### src/rtl/spi_pkg.sv
// Shared SPI definitions: mode encoding and endpoint state constants,
// common to the SPI master and slave.
package spi_pkg;

  localparam int SPI_W = 8;

  typedef enum logic [1:0] {
    MODE0 = 2'b00,
    MODE1 = 2'b01,
    MODE2 = 2'b10,
    MODE3 = 2'b11
  } spi_mode_e;

  typedef enum logic {
    IDLE   = 1'b0,
    ACTIVE = 1'b1
  } spi_state_e;

  // Mode is {CPOL, CPHA}.
  function automatic logic mode_cpol(input spi_mode_e m);
    return m[1];
  endfunction

  function automatic logic mode_cpha(input spi_mode_e m);
    return m[0];
  endfunction

endpackage

### src/rtl/spi_slave_if.sv
// Pin-level and byte-level signals of the SPI slave endpoint.
interface spi_slave_if;
  import spi_pkg::*;

  logic             cs;
  logic             sclk;
  logic             mosi;
  logic             miso;
  logic             miso_oe;
  logic             CPOL;
  logic             CPHA;
  logic [SPI_W-1:0] data_tx;
  logic             tx_load;
  logic [SPI_W-1:0] data_rx;
  logic             rx_valid;
  logic             rx_abort;
  logic             busy;

  modport slave (
    input  cs, sclk, mosi, CPOL, CPHA, data_tx,
    output miso, miso_oe, tx_load, data_rx, rx_valid, rx_abort, busy
  );

  modport master (
    output cs, sclk, mosi, CPOL, CPHA, data_tx,
    input  miso, miso_oe, tx_load, data_rx, rx_valid, rx_abort, busy
  );

endinterface

### src/rtl/spi_sync_edge.sv
// Two-flop synchroniser plus registered rise/fall detector for one
// asynchronous input; pulses appear 3 sys_clk cycles after the pad change.
module spi_sync_edge #(
  parameter logic RST_VAL = 1'b0
) (
  input  logic clk_i,
  input  logic rst_n_i,
  input  logic din_i,
  output logic rise_o,
  output logic fall_o
);

  logic s1_q, s2_q, d3_q, rise_q, fall_q;

  always_ff @(posedge clk_i or negedge rst_n_i) begin
    if (!rst_n_i) begin
      s1_q   <= RST_VAL;
      s2_q   <= RST_VAL;
      d3_q   <= RST_VAL;
      rise_q <= 1'b0;
      fall_q <= 1'b0;
    end else begin
      s1_q   <= din_i;
      s2_q   <= s1_q;
      d3_q   <= s2_q;
      rise_q <= s2_q & ~d3_q;
      fall_q <= ~s2_q & d3_q;
    end
  end

  assign rise_o = rise_q;
  assign fall_o = fall_q;

endmodule

### src/rtl/spi_slave.sv
// SPI slave endpoint: oversamples cs/sclk/mosi in the sys_clk domain and
// exchanges MSB-first bytes in any CPOL/CPHA mode.
module spi_slave
  import spi_pkg::*;
(
  input  logic     sys_clk,
  input  logic     sys_rst_n,
  spi_slave_if.slave bus
);

  logic cs_rise, cs_fall, sclk_rise, sclk_fall;
  logic mosi_s1_q, mosi_s_q;

  spi_sync_edge #(.RST_VAL(1'b1)) u_cs_sync (
    .clk_i   (sys_clk),
    .rst_n_i (sys_rst_n),
    .din_i   (bus.cs),
    .rise_o  (cs_rise),
    .fall_o  (cs_fall)
  );

  spi_sync_edge #(.RST_VAL(1'b0)) u_sclk_sync (
    .clk_i   (sys_clk),
    .rst_n_i (sys_rst_n),
    .din_i   (bus.sclk),
    .rise_o  (sclk_rise),
    .fall_o  (sclk_fall)
  );

  always_ff @(posedge sys_clk or negedge sys_rst_n) begin
    if (!sys_rst_n) begin
      mosi_s1_q <= 1'b0;
      mosi_s_q  <= 1'b0;
    end else begin
      mosi_s1_q <= bus.mosi;
      mosi_s_q  <= mosi_s1_q;
    end
  end

  spi_mode_e        mode;
  spi_state_e       state_q;
  logic [2:0]       bit_cnt_q, bit_cnt_d;
  logic [SPI_W-1:0] rx_shift_q, rx_shift_d;
  logic [SPI_W-1:0] tx_shift_q, data_rx_q;
  logic             rx_valid_q, tx_load_q, rx_abort_q;
  logic             lead_edge, trail_edge, sample_ev, shift_ev;

  assign mode       = spi_mode_e'({bus.CPOL, bus.CPHA});
  assign lead_edge  = mode_cpol(mode) ? sclk_fall : sclk_rise;
  assign trail_edge = mode_cpol(mode) ? sclk_rise : sclk_fall;

  // A cs edge in the same cycle swallows any sclk edge.
  assign sample_ev  = (state_q == ACTIVE) && !cs_rise && !cs_fall &&
                      (mode_cpha(mode) ? trail_edge : lead_edge);
  assign shift_ev   = (state_q == ACTIVE) && !cs_rise && !cs_fall &&
                      (mode_cpha(mode) ? lead_edge : trail_edge);

  assign bit_cnt_d  = bit_cnt_q + 3'd1;
  assign rx_shift_d = {rx_shift_q[SPI_W-2:0], mosi_s_q};

  always_ff @(posedge sys_clk or negedge sys_rst_n) begin
    if (!sys_rst_n) begin
      state_q    <= IDLE;
      bit_cnt_q  <= 3'd0;
      rx_shift_q <= '0;
      tx_shift_q <= '0;
      data_rx_q  <= '0;
      rx_valid_q <= 1'b0;
      tx_load_q  <= 1'b0;
      rx_abort_q <= 1'b0;
    end else begin
      rx_valid_q <= 1'b0;
      tx_load_q  <= 1'b0;
      rx_abort_q <= 1'b0;
      if (cs_fall) begin
        state_q    <= ACTIVE;
        bit_cnt_q  <= 3'd0;
        rx_shift_q <= '0;
        tx_shift_q <= bus.data_tx;
        tx_load_q  <= 1'b1;
      end else if (cs_rise) begin
        state_q    <= IDLE;
        rx_abort_q <= (bit_cnt_q != 3'd0);
        bit_cnt_q  <= 3'd0;
      end else if (sample_ev) begin
        rx_shift_q <= rx_shift_d;
        bit_cnt_q  <= bit_cnt_d;
        if (bit_cnt_q == 3'd7) begin
          data_rx_q  <= rx_shift_d;
          rx_valid_q <= 1'b1;
          tx_shift_q <= bus.data_tx;
          tx_load_q  <= 1'b1;
        end
      end else if (shift_ev && bit_cnt_q != 3'd0) begin
        // bit_cnt==0 guards the first CPHA=1 leading edge and the
        // CPHA=0 trailing edge right after a byte reload.
        tx_shift_q <= {tx_shift_q[SPI_W-2:0], 1'b0};
      end
    end
  end

  assign bus.miso     = tx_shift_q[SPI_W-1];
  assign bus.miso_oe  = (state_q == ACTIVE);
  assign bus.busy     = (state_q == ACTIVE);
  assign bus.data_rx  = data_rx_q;
  assign bus.rx_valid = rx_valid_q;
  assign bus.tx_load  = tx_load_q;
  assign bus.rx_abort = rx_abort_q;

endmodule

### src/flat_wrapper.sv
// flat-port wrapper written by rule: the top's interface ports become plain ports
module spi_slave_flat import spi_pkg::*;
  (sys_clk, sys_rst_n, bus_cs, bus_sclk, bus_mosi, bus_CPOL, bus_CPHA, bus_data_tx, bus_miso, bus_miso_oe, bus_tx_load, bus_data_rx, bus_rx_valid, bus_rx_abort, bus_busy);
  spi_slave_if bus_i ();
  input  logic sys_clk;
  input  logic sys_rst_n;
  input wire logic [$bits(bus_i.cs)-1:0] bus_cs;
  input wire logic [$bits(bus_i.sclk)-1:0] bus_sclk;
  input wire logic [$bits(bus_i.mosi)-1:0] bus_mosi;
  input wire logic [$bits(bus_i.CPOL)-1:0] bus_CPOL;
  input wire logic [$bits(bus_i.CPHA)-1:0] bus_CPHA;
  input wire logic [$bits(bus_i.data_tx)-1:0] bus_data_tx;
  output wire logic [$bits(bus_i.miso)-1:0] bus_miso;
  output wire logic [$bits(bus_i.miso_oe)-1:0] bus_miso_oe;
  output wire logic [$bits(bus_i.tx_load)-1:0] bus_tx_load;
  output wire logic [$bits(bus_i.data_rx)-1:0] bus_data_rx;
  output wire logic [$bits(bus_i.rx_valid)-1:0] bus_rx_valid;
  output wire logic [$bits(bus_i.rx_abort)-1:0] bus_rx_abort;
  output wire logic [$bits(bus_i.busy)-1:0] bus_busy;
  assign bus_i.cs = bus_cs;
  assign bus_i.sclk = bus_sclk;
  assign bus_i.mosi = bus_mosi;
  assign bus_i.CPOL = bus_CPOL;
  assign bus_i.CPHA = bus_CPHA;
  assign bus_i.data_tx = bus_data_tx;
  assign bus_miso = bus_i.miso;
  assign bus_miso_oe = bus_i.miso_oe;
  assign bus_tx_load = bus_i.tx_load;
  assign bus_data_rx = bus_i.data_rx;
  assign bus_rx_valid = bus_i.rx_valid;
  assign bus_rx_abort = bus_i.rx_abort;
  assign bus_busy = bus_i.busy;
  spi_slave u_core (.sys_clk(sys_clk), .sys_rst_n(sys_rst_n), .bus(bus_i));
endmodule
### config.mk
export PLATFORM = sky130hd
export DESIGN_NAME = spi_slave_flat
export DESIGN_NICKNAME = d
export VERILOG_FILES = /design/src/rtl/spi_pkg.sv /design/src/rtl/spi_slave_if.sv /design/src/rtl/spi_sync_edge.sv /design/src/rtl/spi_slave.sv /design/src/flat_wrapper.sv
export SDC_FILE = /design/constraint.sdc
export NUM_CORES = 1
export LEC_CHECK = 0
export ABC_AREA = 1
export BUFFER_PORTS_ARGS = -buffer_cell sky130_fd_sc_hd__buf_2
export CORE_UTILIZATION = 50
export DETAILED_ROUTE_END_ITERATION = 6
export PLACE_DENSITY = 0.81
export REMOVE_ABC_BUFFERS = 1
export SYNTH_ARGS = -nofsm -noshare
export SYNTH_HDL_FRONTEND = slang
export SYNTH_SLANG_ARGS = --single-unit
### constraint.sdc
create_clock -name sys_clk -period 3.7 [get_ports sys_clk]
set_input_delay 0.37 -clock sys_clk [delete_from_list [all_inputs] [get_ports sys_clk]]
set_output_delay 0.37 -clock sys_clk [all_outputs]
set_load 0.03 [all_outputs]
* Word-level counts from Yosys, hierarchy flattened
Cells that the tools add are included.
Storage, ports and cells: register bits after elaboration 42, input port bits 15, output and inout port bits 14, word-level logic and storage cells 73
Operators by class: $add $sub $neg 1, eq/ne operators 3, muxes and demuxes 24, bitwise gates (word level) 10, reduce and logical (&&, ||, !) cells 15
Operator list (count):
- $mux 8 | 5
- $mux 7 | 3
- $mux 1 | 13
- $mux 3 | 3
- $reduce_bool 3->1 | 3
- $not 1->1 | 6
- $logic_and 1x1->1 | 5
- $and 1x1->1 | 4
- $reduce_and 4->1 | 1
- $reduce_bool 2->1 | 2
- $add 3x1->3 const B | 1
- $eq 3x3->1 const B | 1
- $ne 3x3->1 const B | 1
- $reduce_and 3->1 | 1
- $logic_not 1->1 | 2
- $ne 2x1->1 const B | 1
- $reduce_and 2->1 | 1

* Logic depth before layout (Yosys ltp)
depth after elaboration 9, depth in mapped cells 11, gate-level depth less buffers 11

* Cells and area by module
From an unflattened synthesis, not the netlist that was laid out.
Unflattened totals: cell total of the unflattened synthesis 177, area, all modules 1766.7 µm²
Modules (own cells, without submodules):
- spi_slave | times used 1, cells each 159, area an instance 1482.7 µm²
- spi_sync_edge at u_core.u_cs_sync | times used 1, cells each 9, area an instance 143.9 µm²
- spi_sync_edge at u_core.u_sclk_sync | times used 1, cells each 9, area an instance 140.1 µm²

* Worst setup path after synthesis
Ideal clock, no wire load.
kind flip-flop to flip-flop, start point reg u_core.state_q, in the netlist u_core.bus.busy, end point reg u_core.tx_shift_q[7], data arrival time 1.204 ns, required time 3.583 ns, setup slack 2.379 ns, stages on the path, launching flop included 10, path buffers 1, cell sequence dfrtp_1 > nand2_2 > clkinv_2 > nand3_4 > nand2_4 > buf_12 > nand2_2 > nand2_1 > nand2_1 > nand2_1
Between the ends: longest elaborated chain between the ends 6, elaborated cells on any way between the ends 11, those cells by class 1 x eq/ne; 3 x mux; 7 x reduce/logical
Ends and longest elaborated chain:
- from (decl) | line spi_slave.sv:41 | spi_state_e state_q;
- from (signal assigned) | line spi_slave.sv:63 | state_q <= IDLE;
- from (signal assigned) | line spi_slave.sv:76 | state_q <= ACTIVE;
- from (signal assigned) | line spi_slave.sv:82 | state_q <= IDLE;
- $logic_and 1x1->1 (*) (2 in a row) | line spi_slave.sv:53, spi_slave.sv:55
- $logic_and 1x1->1, on equally long branches | line spi_slave.sv:55, spi_slave.sv:53
- $logic_and 1x1->1 or $mux 8 (tied branches) | line spi_slave.sv:94, spi_slave.sv:85
- $reduce_bool 3->1 (no line) or $mux 8 (tied branches)
- $reduce_and 3->1 (no line) or $mux 8 (tied branches)
- to (signal assigned) | line spi_slave.sv:79 | tx_shift_q <= bus.data_tx;
- to (signal assigned) | line spi_slave.sv:91 | tx_shift_q <= bus.data_tx;
- to (signal assigned) | line spi_slave.sv:97 | tx_shift_q <= {tx_shift_q[SPI_W-2:0], 1'b0};
- to (decl) | line spi_slave.sv:44 | logic [SPI_W-1:0] tx_shift_q, data_rx_q;
Every way passes the cells marked *; elsewhere a longest branch is shown, timed or not. The select of a mux whose other input is x is not followed. A chain may end at the register's enable or synchronous reset.

* Worst setup path after layout
start point reg u_core.u_cs_sync.fall_q, in the netlist u_core.u_cs_sync.fall_o, end point reg u_core.tx_shift_q[0]
Between the ends: longest elaborated chain between the ends 6, elaborated cells on any way between the ends 12, those cells by class 2 x eq/ne; 3 x mux; 7 x reduce/logical
Ends and longest elaborated chain:
- from (decl) | line spi_sync_edge.sv:13 | logic s1_q, s2_q, d3_q, rise_q, fall_q;
- from (signal assigned) | line spi_sync_edge.sv:27 | fall_q <= ~s2_q & d3_q;
- $logic_not 1->1 | line spi_slave.sv:53, spi_slave.sv:55
- $logic_and 1x1->1 | line spi_slave.sv:53, spi_slave.sv:55
- $logic_and 1x1->1, on equally long branches | line spi_slave.sv:55, spi_slave.sv:53
- $logic_and 1x1->1 or $mux 8 (tied branches) | line spi_slave.sv:94, spi_slave.sv:85
- $reduce_bool 3->1 (no line) or $mux 8 (tied branches)
- $reduce_and 3->1 (no line) or $mux 8 (tied branches)
Parallel ways exist; a longest one is shown, timed or not. The select of a mux whose other input is x is not followed.

==> impl_summary.md <==
Logic synthesis
By area, the combinational part of the netlist is dominated by simple AND/OR/NAND/NOR gates. Summing the areas of all and, or, nand and nor instances in the mapped netlist gives 24.4% of the synthesized area. The synthesized netlist devotes 5.23% of its cell area to compound gates.

Of the total synthesized cell area, the portion taken by full adders, half adders and majority gates is 2.12%. The average size of a mapped cell is 9.90 um^2. The number of storage elements in the synthesis netlist is 42.

The area of the mapped netlist is 1770 um^2. The cell count after synthesis came out at 179. The mux share of post-synthesis cell area is 0%. For this run, the number of Yosys warnings is 0. For this run, the register share of the synthesized area comes to 59.5%.

The synthesized netlist devotes 0% of its cell area to XOR and XNOR gates. Counting distinct cell types in the post-synthesis netlist gives 23.

Routing
The first detailed-routing pass ran for 5 iterations. The total wire length is 3.00 mm. The ratio of routed vias to standard cells is 4.99.

The detail route stage leaves a number of antenna-violating nets equal to 0. The count of routing violations after the opening detailed-route iteration is 110. For this run, design rule violations remaining after detail routing come to 0. The detail-routed net length per standard cell is 11.8 um. For this block, the via count after detailed routing is 1268.

Placed design
The worst slack after detailed placement is 2.09 ns. Detailed placement finished with a half-perimeter wire length of 2.07 mm. Routability-driven placement finished with a final weighted congestion of 0.780.

Input and output buffers added on the ports amount to 28.

Timing
The clock period could shrink to 1.61 ns. The post-route clock period utilization is 43.5%. Setup repair after global routing left no endpoint under its margin.

The tightest hold margin is 0.111 ns. The worst setup slack after layout is 2.09 ns. For the pin with the worst max-slew slack, the measured transition is 0.901 ns.

Setup violations remaining at the end of the flow were counted as 0. The count of pins over their slew limit is 0. The highest attainable clock frequency is 622 MHz. The max-slew headroom at the worst pin is 39.9%. The total negative slack for setup checks is 0 ns.

The number of endpoints with negative hold slack in the final report was 0. Across the routed clock network, the largest skew measured is 0.00685 ns.

Power
Summed over all cells, the static leakage comes to 1.07 nW. The total power density per cell area is 462 nW/um^2. The peak supply drop is 0.000244 V.

Critical path
In this run the critical register-to-register path is launched from u_core.u_cs_sync.fall_o. Data on the critical path is required at its endpoint by 3.95 ns. The endpoint arrival time on the critical path is 1.86 ns. The dominant delay contributor by cell family on the critical path is simple AND/OR/NAND/NOR gates. Walking the worst path, the cells encountered are nor2_4 > nand2_2 > clkinv_2 > nand3_4 > nand2_2 > nand2_4 > nand2_1 > nand2_1. The standard cell with the maximum stage delay on the critical path is sky130_fd_sc_hd__dfrtp_1. The critical path in this run is classified as reg -> reg. The number of buffer and inverter instances along the worst setup path is 1.

The maximum fanout count along the critical path is 22. The number of stages on the worst setup path is 8. The worst register-to-register path has a depth of 8.

The category of the worst setup path launch point is a flip-flop. The kind of capture point of the worst setup path is a flip-flop. For this run, the slowest stage of the critical path takes 0.43 ns. The capture point of the worst reg-to-reg path is u_core.tx_shift_q[0]. The register-to-register setup slack is 2.09 ns.

Clock tree
The number of gates resized after CTS was 0. The cell chosen for the clock root is sky130_fd_sc_hd__clkbuf_4. In this run, CTS created clock tree buffers numbering 5. The clock-pin slew reported for the worst setup and hold paths after clock tree synthesis is 0.12 ns.

The clock network latency to the later pin of the worst-skew pair is 0.35 ns. The TritonCTS clock tree is yes. The H-tree was split into 2 levels. For this design, the CTS-stage hold fixing added 0 buffers.

The longest clock path from root to sink contains 2 buffers. The total setup buffers inserted after CTS is 0. The TritonCTS sink count is 42.

Min path
The hold path depth is 1. The worst hold path startpoint is bus_cs. The worst hold path terminates at u_core.u_cs_sync.s1_q. The worst hold path class is in -> reg.

Global route
The total congestion overflow after global routing is 0. The layer with the highest usage after global routing is met2. Global routing consumed, over all layers together, 18.9% of the routing resources. Global routing used 22.2% of the available met1 tracks. The via count of the first global-routing pass came to 1177. The first global-routing pass estimated 4.99 mm of wire. For this run, global-route usage on met3 was measured as 6.93%. Entering global routing, the biggest net connects 43 pins. Global routing consumed, on the met2 layer, 31.6% of the routing resources. The number of antenna violations at the first check in global routing is 0.

Floorplanning
Row generation in the floorplan step produced 21 rows. The core region is 3360 um^2. For this configuration, the core starts out at a cell density of 52.7%. The height of the chip is 61.5 um. In this run the count of I/O pins placed on the die edge is 29. The floorplan die width is 61.5 um.

The area enclosed by the die boundary is 3790 um^2.

Run
The number of max-cap violations is 0.

Cells and area
The area growth from synthesis to layout is 11.8%. 0 antenna diodes ended up in the layout. At the end of the flow, the number of nets in the layout was 225. The core utilization of the finished layout is 58.9%. The fraction of layout instances using a drive strength above 1 is 25.0%.

Outcome
The run finished with clean final reports.
-- layout make-up --
cell class                 count  area [um^2]
clock inverter                 1         30.0
tap                           46         57.6
multi-input combinational    106          562
clock buffer                   7         45.0
fill                         318         1380
inverter                      24         91.3
timing repair buffer          28          140
sequential                    42         1050
-- cells by family (layout without fill, tap and decap cells) --
logic type | Yosys count | after routing
flops | 42 | 42
fa+ha+maj | 3 | 3
buf+inv | 31 | 60
compound gates | 17 | 17
simple gates | 86 | 86
-- registers in the layout, indices dropped and copies added, names as in the netlist --
name,count
u_core.mosi_s_q,1
u_core.u_sclk_sync.d3_q,1
u_core.tx_shift_q,8
u_core.bus.busy,1
u_core.u_sclk_sync.s1_q,1
u_core.u_sclk_sync.rise_o,1
u_core.bus.tx_load,1
u_core.u_sclk_sync.s2_q,1
u_core.u_cs_sync.s1_q,1
u_core.u_cs_sync.d3_q,1
u_core.bit_cnt_q,3
u_core.u_cs_sync.s2_q,1
u_core.u_cs_sync.rise_o,1
u_core.bus.rx_abort,1
u_core.mosi_s1_q,1
u_core.bus.rx_valid,1
u_core.u_sclk_sync.fall_o,1
u_core.rx_shift_q,7
u_core.u_cs_sync.fall_o,1
u_core.bus.data_rx,8
-- layout by cell type, fill, tap and decap left out, types with 2 or more instances in the layout --
master	n
sky130_fd_sc_hd__nand2_1	44
sky130_fd_sc_hd__buf_2	28
sky130_fd_sc_hd__clkbuf_1	2
sky130_fd_sc_hd__o22ai_1	6
sky130_fd_sc_hd__dfrtp_1	39
sky130_fd_sc_hd__nand2_2	6
sky130_fd_sc_hd__ha_1	3
sky130_fd_sc_hd__nor2_1	7
sky130_fd_sc_hd__nand3_2	2
sky130_fd_sc_hd__nand2_4	2
sky130_fd_sc_hd__dfstp_2	3
sky130_fd_sc_hd__nand3_1	21
sky130_fd_sc_hd__o21ai_1	7
sky130_fd_sc_hd__clkbuf_4	5
sky130_fd_sc_hd__inv_1	22
sky130_fd_sc_hd__o21ai_0	4
-- synthesized netlist by cell type, drive strengths merged --
| master | instances | area share, % |
|---|---|---|
| buf | 7 | 3.6 |
| clkinv | 1 | 0.28 |
| dfrtp | 39 | 55 |
| dfstp | 3 | 4.4 |
| ha | 3 | 2.1 |
| inv | 23 | 4.9 |
| nand2 | 52 | 13 |
| nand3 | 24 | 8.1 |
| nand4 | 1 | 1.2 |
| nor2 | 8 | 2.1 |
| nor3 | 1 | 0.28 |
| o21ai | 11 | 3.1 |
| o22ai | 6 | 2.1 |
-- routing by layer --
layer | up-vias | part of all wire [%]
met2 | 35 | 50
met4 | 0 | 1.5
met1 | 606 | 43
li1 | 621 | -
met3 | 6 | 5.5
met5 | - | 0
-- worst max-delay path by stage --
stage,endpoint,start
6_report,u_core.tx_shift_q[0],u_core.u_cs_sync.fall_o
5_1_grt,u_core.tx_shift_q[0],u_core.bit_cnt_q[0]
4_1_cts,u_core.tx_shift_q[0],u_core.u_cs_sync.fall_o
3_5_place_dp,u_core.tx_shift_q[5],bus_CPOL
3_3_place_gp,u_core.tx_shift_q[3],bus_CPOL
2_1_floorplan,u_core.tx_shift_q[1],u_core.bus.busy
-- through the flow --
stage	total power, W	std cells	instance area, um^2
floorplan	0.000601	172	1710
global placement	0.000637	246	1910
detailed placement	0.000643	246	1910
CTS	0.000928	254	1980
global route	0.000970	254	1980
finish	0.000916	254	1980
-- where the power goes --
part / switching (W) / internal (W) / leakage, nW
clock network: 0.000140 / 0.000143 / 0.0395
registers: 0.0000191 / 0.000493 / 0.547
logic: 0.0000784 / 0.0000418 / 0.480
Power figures use the tool's default switching activity.
